File: src/rtl/hc_pkg.sv
// Shared types for the hc comparator scheduler: operand width, operand type
// and the scheduler state encoding.
package hc_pkg;
  localparam int TS_W = 8;

  typedef enum logic [1:0] {
    IDLE  = 2'd0,
    DRIVE = 2'd1,
    RESP  = 2'd2
  } hc_sched_state_t;

  typedef logic signed [TS_W-1:0] ts_t;
endpackage

File: src/rtl/hc_sched_rr_arbiter.sv
// Combinational round-robin pick: first set request strictly after ptr,
// wrapping modulo N, returned as one-hot and as an index.
module rr_arbiter #(
  parameter int N  = 4,
  parameter int IW = $clog2(N)
) (
  input  logic [N-1:0]  req,
  input  logic [IW-1:0] ptr,
  output logic [N-1:0]  gnt,
  output logic [IW-1:0] idx,
  output logic          any
);
  logic [IW-1:0] cand;

  always_comb begin
    gnt  = '0;
    idx  = '0;
    any  = 1'b0;
    cand = '0;
    for (int k = 1; k <= N; k++) begin
      cand = IW'((int'(ptr) + k) % N);
      if (!any && req[cand]) begin
        any       = 1'b1;
        idx       = cand;
        gnt[cand] = 1'b1;
      end
    end
  end
endmodule

File: src/rtl/hc_sched.sv
// Round-robin scheduler sharing one hc comparator among N requesters.
// Handshake: a requester holds req (and stable operands) until done pulses.
module hc_sched
  import hc_pkg::*;
#(
  parameter int N      = 4,
  parameter int SETTLE = 2
) (
  input  logic                 clk,
  input  logic                 rst,
  input  logic [N-1:0]         req,
  input  logic [N*TS_W-1:0]    ts1_in,
  input  logic [N*TS_W-1:0]    ts2_in,
  output logic [N-1:0]         grant,
  output logic                 done,
  output logic                 result,
  output logic [N-1:0]         last_out,
  output ts_t                  hc_ts1,
  output ts_t                  hc_ts2,
  input  logic                 hc_out,
  output hc_sched_state_t      dbg_state
);
  localparam int IW = $clog2(N);
  localparam int CW = (SETTLE > 1) ? $clog2(SETTLE) : 1;

  hc_sched_state_t state_q, state_d;
  logic [CW-1:0]   cnt_q, cnt_d;
  logic [IW-1:0]   ptr_q, ptr_d;
  logic [N-1:0]    grant_q, grant_d;
  logic            done_q, done_d;
  logic            result_q, result_d;
  logic [N-1:0]    last_q, last_d;
  ts_t             ts1_q, ts1_d;
  ts_t             ts2_q, ts2_d;

  logic [N-1:0]    arb_gnt;
  logic [IW-1:0]   arb_idx;
  logic            arb_any;

  rr_arbiter #(.N(N), .IW(IW)) u_arb (
    .req (req),
    .ptr (ptr_q),
    .gnt (arb_gnt),
    .idx (arb_idx),
    .any (arb_any)
  );

  always_comb begin
    state_d  = state_q;
    cnt_d    = cnt_q;
    ptr_d    = ptr_q;
    grant_d  = grant_q;
    done_d   = 1'b0;
    result_d = result_q;
    last_d   = last_q;
    ts1_d    = ts1_q;
    ts2_d    = ts2_q;
    case (state_q)
      IDLE: begin
        if (arb_any) begin
          state_d = DRIVE;
          grant_d = arb_gnt;
          ptr_d   = arb_idx;
          cnt_d   = '0;
          for (int i = 0; i < N; i++) begin
            if (arb_gnt[i]) begin
              ts1_d = ts1_in[i*TS_W +: TS_W];
              ts2_d = ts2_in[i*TS_W +: TS_W];
            end
          end
        end
      end
      DRIVE: begin
        // ptr_q still names the winner for the whole operation
        if (cnt_q == CW'(SETTLE - 1)) begin
          result_d      = hc_out;
          last_d[ptr_q] = hc_out;
          done_d        = 1'b1;
          state_d       = RESP;
        end else begin
          cnt_d = cnt_q + CW'(1);
        end
      end
      RESP: begin
        state_d = IDLE;
        grant_d = '0;
      end
      default: begin
        state_d = IDLE;
        grant_d = '0;
      end
    endcase
  end

  always_ff @(posedge clk or posedge rst) begin
    if (rst) begin
      state_q  <= IDLE;
      cnt_q    <= '0;
      ptr_q    <= IW'(N - 1);
      grant_q  <= '0;
      done_q   <= 1'b0;
      result_q <= 1'b0;
      last_q   <= '0;
      ts1_q    <= '0;
      ts2_q    <= '0;
    end else begin
      state_q  <= state_d;
      cnt_q    <= cnt_d;
      ptr_q    <= ptr_d;
      grant_q  <= grant_d;
      done_q   <= done_d;
      result_q <= result_d;
      last_q   <= last_d;
      ts1_q    <= ts1_d;
      ts2_q    <= ts2_d;
    end
  end

  assign grant     = grant_q;
  assign done      = done_q;
  assign result    = result_q;
  assign last_out  = last_q;
  assign hc_ts1    = ts1_q;
  assign hc_ts2    = ts2_q;
  assign dbg_state = state_q;
endmodule
File: config.mk
export PLATFORM = sky130hd
export DESIGN_NAME = hc_sched
export DESIGN_NICKNAME = d
export VERILOG_FILES = /design/src/rtl/hc_pkg.sv /design/src/rtl/hc_sched_rr_arbiter.sv /design/src/rtl/hc_sched.sv
export SDC_FILE = /design/constraint.sdc
export NUM_CORES = 1
export LEC_CHECK = 0
export CORE_MARGIN = 5
export CORE_UTILIZATION = 43
export CTS_CLUSTER_DIAMETER = 50
export CTS_CLUSTER_SIZE = 8
export DETAILED_ROUTE_END_ITERATION = 10
export PLACE_DENSITY = 0.81
export SYNTH_ARGS = -nofsm -noshare
export SYNTH_HDL_FRONTEND = slang
export SYNTH_SLANG_ARGS = --single-unit
File: constraint.sdc
create_clock -name clk -period 5 [get_ports clk]
set_clock_uncertainty 0.15 [all_clocks]
set_input_delay 1 -clock clk [delete_from_list [all_inputs] [get_ports clk]]
set_output_delay 1 -clock clk [all_outputs]
set_load 0.005 [all_outputs]
### After elaboration in Yosys (flattened, before gate mapping)

Cells that the tools add are included.

* input bits: 71
* bits in latches: 0
* register bits: 31
* output and inout bits: 28
* memory bits (read-only): 0
* bits in writable memories: 0
* logic and storage cells: 100
* memories: 0

* div/mod/pow operators: 0
* multiplexer cells: 49
* multiply operators: 0
* shift operators: 0
* eq/ne operators: 3
* $add $sub $neg: 5
* reduce and logical (&&, ||, !) cells: 20
* bitwise gates (word level): 4
* order comparisons: 10

Operators with widths (count)
* $mux W8: 8
* $mux W4: 5
* $mux W1: 17
* $lt A2 B3 Y1 const B: 5
* $mux W2: 6
* $or A4 B4 Y4: 3
* $demux W1 S2: 5
* $ge A2 B1 Y1 const B: 5
* $reduce_and A2 Y1: 5
* $bmux W1 S2: 4
* $logic_and A1 B1 Y1: 8
* $pmux W4 S2: 1
* $add A2 B1 Y2 const B: 2
* $add A2 B2 Y2 const B: 2
* $bwmux W4: 1
* $ne A2 B2 Y1 const B: 2
* $pmux W2 S2: 1
* $reduce_bool A4 Y1: 1
* $logic_not A1 Y1: 3
* $reduce_and A3 Y1: 1
* $eq A2 B1 Y1 const B: 1
* $logic_not A2 Y1: 1
* $pmux W1 S2: 1
* $reduce_bool A2 Y1: 1
* other kinds (2): 2

### Longest topological paths before layout

* depth after elaboration: 17
* gate-level depth with buffers: 12
* gate-level depth less buffers: 8

### Modules after synthesis

From an unflattened synthesis, not the netlist that was laid out.

* cell total of the unflattened synthesis: 210
* area total of the unflattened synthesis: 2250.9 sq um

By module, submodules not included
* hc_sched: sequential area each 778.2 sq um, cells an instance 142, times used 1, area an instance 1725.4 sq um
* rr_arbiter: sequential area each 0.0 sq um, cells an instance 68, times used 1, area an instance 525.5 sq um

### Worst setup path after synthesis

Ideal clock, no wire load.

* path type: flip-flop to flip-flop
* from: register ptr_q[0]
* to: register ts1_q[1] (netlist: hc_ts1[1])
* setup slack: 1.541 ns
* buffers on the path: 4
* period minus slack after synthesis: 3.459 ns
* library setup time: 0.126 ns
* stages on the path, launching flop included: 13
* arrival: 3.182 ns
* required time: 4.724 ns
* cells stage by stage: dfstp_2 > buf_6 > inv_1 > ha_1 > mux4_2 > nor4b_4 > nand2_2 > and2_4 > buf_6 > and3_1 > buf_6 > buf_6 > o32a_1

* cells in the longest elaborated chain, start to end: 16
* elaborated cells on any way between the ends: 54
* classes of those cells: add/sub: 4; order compare: 8; mux: 27; bitwise: 3; reduce/logical: 12

Ends and longest elaborated chain
* start: declaration: RTL line hc_sched.sv:28 `logic [IW-1:0] ptr_q, ptr_d;`
* start signal: assignment: RTL line hc_sched.sv:99 `ptr_q <= IW'(N - 1);`
* start signal: assignment: RTL line hc_sched.sv:109 `ptr_q <= ptr_d;`
* branches (longest 16 deep; another with $lt A2 B3 Y1)
* end signal: assignment: RTL line hc_sched.sv:114 `ts1_q <= ts1_d;`
* end: declaration: RTL line hc_sched.sv:33 `ts_t ts1_q, ts1_d;`

Parallel ways; which one is timed is not known. The select of a mux whose other input is x is not followed.
A chain may end at the register's enable or synchronous reset.

### Worst setup path in the final report

* from: register ptr_q[0]
* to: register ts1_q[3] (netlist: hc_ts1[3])

Same word-level chain as after synthesis.

==> summary.txt <==
Outcome
  – Status: finished clean

Synthesis
  – Main combinational cell family by area after synthesis: compound AO/OA/AOI/OAI gates
  – Syn avg cell area: 9.65 um2
  – Xor/xnor cell area share of the yosys netlist: 0.384%
  – Netlist Area Pre-Place: 2280 um2
  – Yosys cell types: 41
  – Register area share after synthesis: 34.2%
  – Synthesized flop and latch total: 31
  – Most common cell in the netlist: dfrtp_1
  – Post-synth top area cell: dfrtp_1
  – Share of synthesized registers carrying an async set or reset: 100%
  – Ys Warns: 0
  – Synth top area cells: dfrtp_1 32%, o32a_1 7.0%, nand3b_1 6.3%
  – Commonest cells post-synth: 29 x dfrtp_1, 23 x a21oi_1, 19 x nand3b_1, 18 x a21o_1, 18 x o21ai_0
  – Mux cell area share after synthesis: 7.36%
  – Post-synth EDFFs: 0
  – Post-Synthesis Cells: 236
  – Adder-Cell Fraction of Synth Area: 4.39%
  – Simple-Gate Fraction of Synth Area: 15.2%
  – Syn_nets: 315
  – Synth Flop Type: dfrtp_1
  – Synth Area in Compound Gates: 32.5%
  – Synth top area share: 31.9%

Global routing
  – Busiest layer in global routing: met2
  – Total grt overflow: 0
  – Total track usage: 20.8%
  – GR Layer Usage met1: 28.8%
  – Met2 global-route usage: 32.9%
  – Global-route wire length before repair: 10800 um
  – Antenna violations before repair: 0
  – M3 GR Usage: 3.67%
  – Vias in the first global route: 2133
  – Largest net degree at the start of global routing: 32

Clocking
  – Clock root cell: clkbuf_8
  – Reg clk slew, reported paths: 0.06 ns
  – CTS tree: built
  – Max Buffers Root-to-Sink: 2
  – H-tree Lvls: 2
  – Hold-fix buffers at CTS: 0
  – TritonCTS Buffers: 5
  – Worst-Skew Late Latency: 0.28 ns
  – Post-CTS Setup Repair Bufs: 0
  – Post-CTS sizing: 0
  – Clock sinks: 31

Min path
  – Hold Path Cell Cnt: 1
  – HP Class: flop to flop

Setup path
  – Startpoint types: flop
  – Critical path type: flop to flop
  – CP endpoint kind: flop
  – Crit Path Max Fanout: 19
  – Crit path DAT: 4.09 ns
  – Worst reg2reg path depth: 8
  – Worst path required time: 5.06 ns

Place
  – Final HPWL DP: 5500 um
  – Placed instance area: 3250 um2
  – Gp weighted congestion: 0.822
  – Port bufs: 98
  – Cells after DPL: 386
  – Pre-CTS setup slack: 0.786 ns

Finish
  – Area Overhead vs Synth: 47.6%
  – Post-layout util: 65.4%
  – Final Cell Area: 3360 um2
  – Fin cells: 395
  – Layout cells sized above 1: 8.92%
  – ANT cells: 0
  – Final net count: 403

STA
  – FMAX: 0.248 GHz
  – Fin Setup TNS: 0 ns
  – Tcrit/Tclk final: 80.5%
  – Setup slack after layout: 0.976 ns
  – Period minus WS final: 4.02 ns
  – Finish-stage setup viols: 0
  – Worst-Margin Slew: 0.764 ns
  – Max-slew headroom: 48.9%
  – Fin. Hold Viols: 0
  – Min Hold Slack: 0.349 ns
  – Fin. max-slew vios: 0
  – RSZ-0062 raised after global routing: false

Power and ir drop
  – Sequential share of power: 19.9%
  – Switch Pwr: 1.20 mW
  – Total Power: 2.57 mW
  – Clk network pwr share: 7.3%
  – Maximum vdd ir drop: 0.410 mV
  – Pint: 1.37 mW
  – Leakage: 1.31 nW
  – Cell Pwr Density: 763 nW/um2
  – Combinational share of power: 72.8%
  – Sw frac: 46.7%

Routing
  – TritonRoute pass-1 iters: 4
  – DRT iter0 DRCs: 198
  – ANT nets after route: 0
  – Vias: 2310
  – Avg WL per Cell: 18.3 um
  – Final wirelength: 7250 um
  – Vias per std cell: 5.85
  – Post-route DRC: 0

Floorplanning
  – Initial core utilization: 44.3%
  – FP Rows: 26
  – Total die area: 6850 um2
  – I/O Pins: 99
  – Core area: 5140 um2
  – Die extent in y: 82.8 um
  – Die width: 82.8 um

Job
  – Max-cap viol count: 0
==> cells in the final DEF, fill, tap and decap left out, types with 2 or more instances in the layout <==
cell type        synthesis  layout
mux2_2                   6       6
nand3b_1                19      19
nor4_1                   2       2
dfrtp_1                 29      29
clkbuf_8                 0       5
ha_1                     8       8
nor2b_1                  3       3
nand2_1                  6       6
o21ai_2                  2       2
and2_1                   3       3
inv_1                    6       6
o21ai_0                 18      18
buf_4                    0       3
a21o_1                  18      18
dfstp_2                  2       2
a311oi_1                16      16
mux4_2                   4       4
a21oi_1                 23      23
clkbuf_1                11       2
o32a_1                  16      16
a211oi_1                 2       2
nor2_1                  10      10
clkdlybuf4s50_1          0      98
nor3_1                   4       4
==> power groups by stage <==
stage / sequential, mW / combinational, mW / clock, mW
floorplan: 0.486 / 1.34 / 0
global placement: 0.510 / 1.79 / 0
detailed placement: 0.516 / 1.85 / 0
CTS: 0.512 / 1.86 / 0.192
global route: 0.530 / 2.04 / 0.203
finish: 0.512 / 1.87 / 0.186
==> final timing paths <==
path                       slack (ns)         to  startpoint
min reg2reg                      0.35  hc_ts1[5]   hc_ts1[5]
min                              0.35  hc_ts1[5]   hc_ts1[5]
min in group asynchronous        0.98  hc_ts2[4]         rst
max                              0.98  hc_ts1[3]    ptr_q[0]
max in group asynchronous        3.13   ptr_q[0]         rst
max reg2reg                      0.98  hc_ts1[3]    ptr_q[0]
==> flip-flops by register name, summed over array words and instances (netlist names) <==
name / cells
cnt_q: 1
hc_ts2: 8
dbg_state: 2
hc_ts1: 8
result: 1
last_out: 4
done: 1
grant: 4
ptr_q: 2
==> critical path, stage by stage, from the launching register on <==
cell and delay (ns):
dfstp_2 0.71, inv_1 0.18, ha_1 0.42, mux4_2 0.64, nor4b_4 0.33, nand2_2 0.27, and2_4 0.29, a31oi_2 0.66
o32a_1 0.29
==> layer usage <==
metal	wire, um	vias to the layer above	share of wire (%)
met5	0	-	0
met4	146	0	2.0
met3	594	11	8.2
met2	3580	92	49
met1	2930	1114	40
li1	-	1093	-
==> cells by family after synthesis <==
family / count (synthesis)
AND/OR/NAND/NOR: 55
AO/OA/AOI/OAI: 103
buffers and inverters: 27
flip-flops: 31
multiplexers: 11
XOR/XNOR: 1
adder cells (fa/ha/maj): 8
==> layout make-up <==
| cell class | instances | area, um2 |
|---|---|---|
| clock inverters | 1 | 5.00 |
| clock buffers | 7 | 76.3 |
| fillers | 467 | 1780 |
| multi-input cells | 178 | 1360 |
| flip-flops and latches | 31 | 778 |
| well taps | 70 | 87.6 |
| inverters | 6 | 22.5 |
| repair buffers | 102 | 1030 |
No activity file was read; power rests on OpenSTA's default activity.
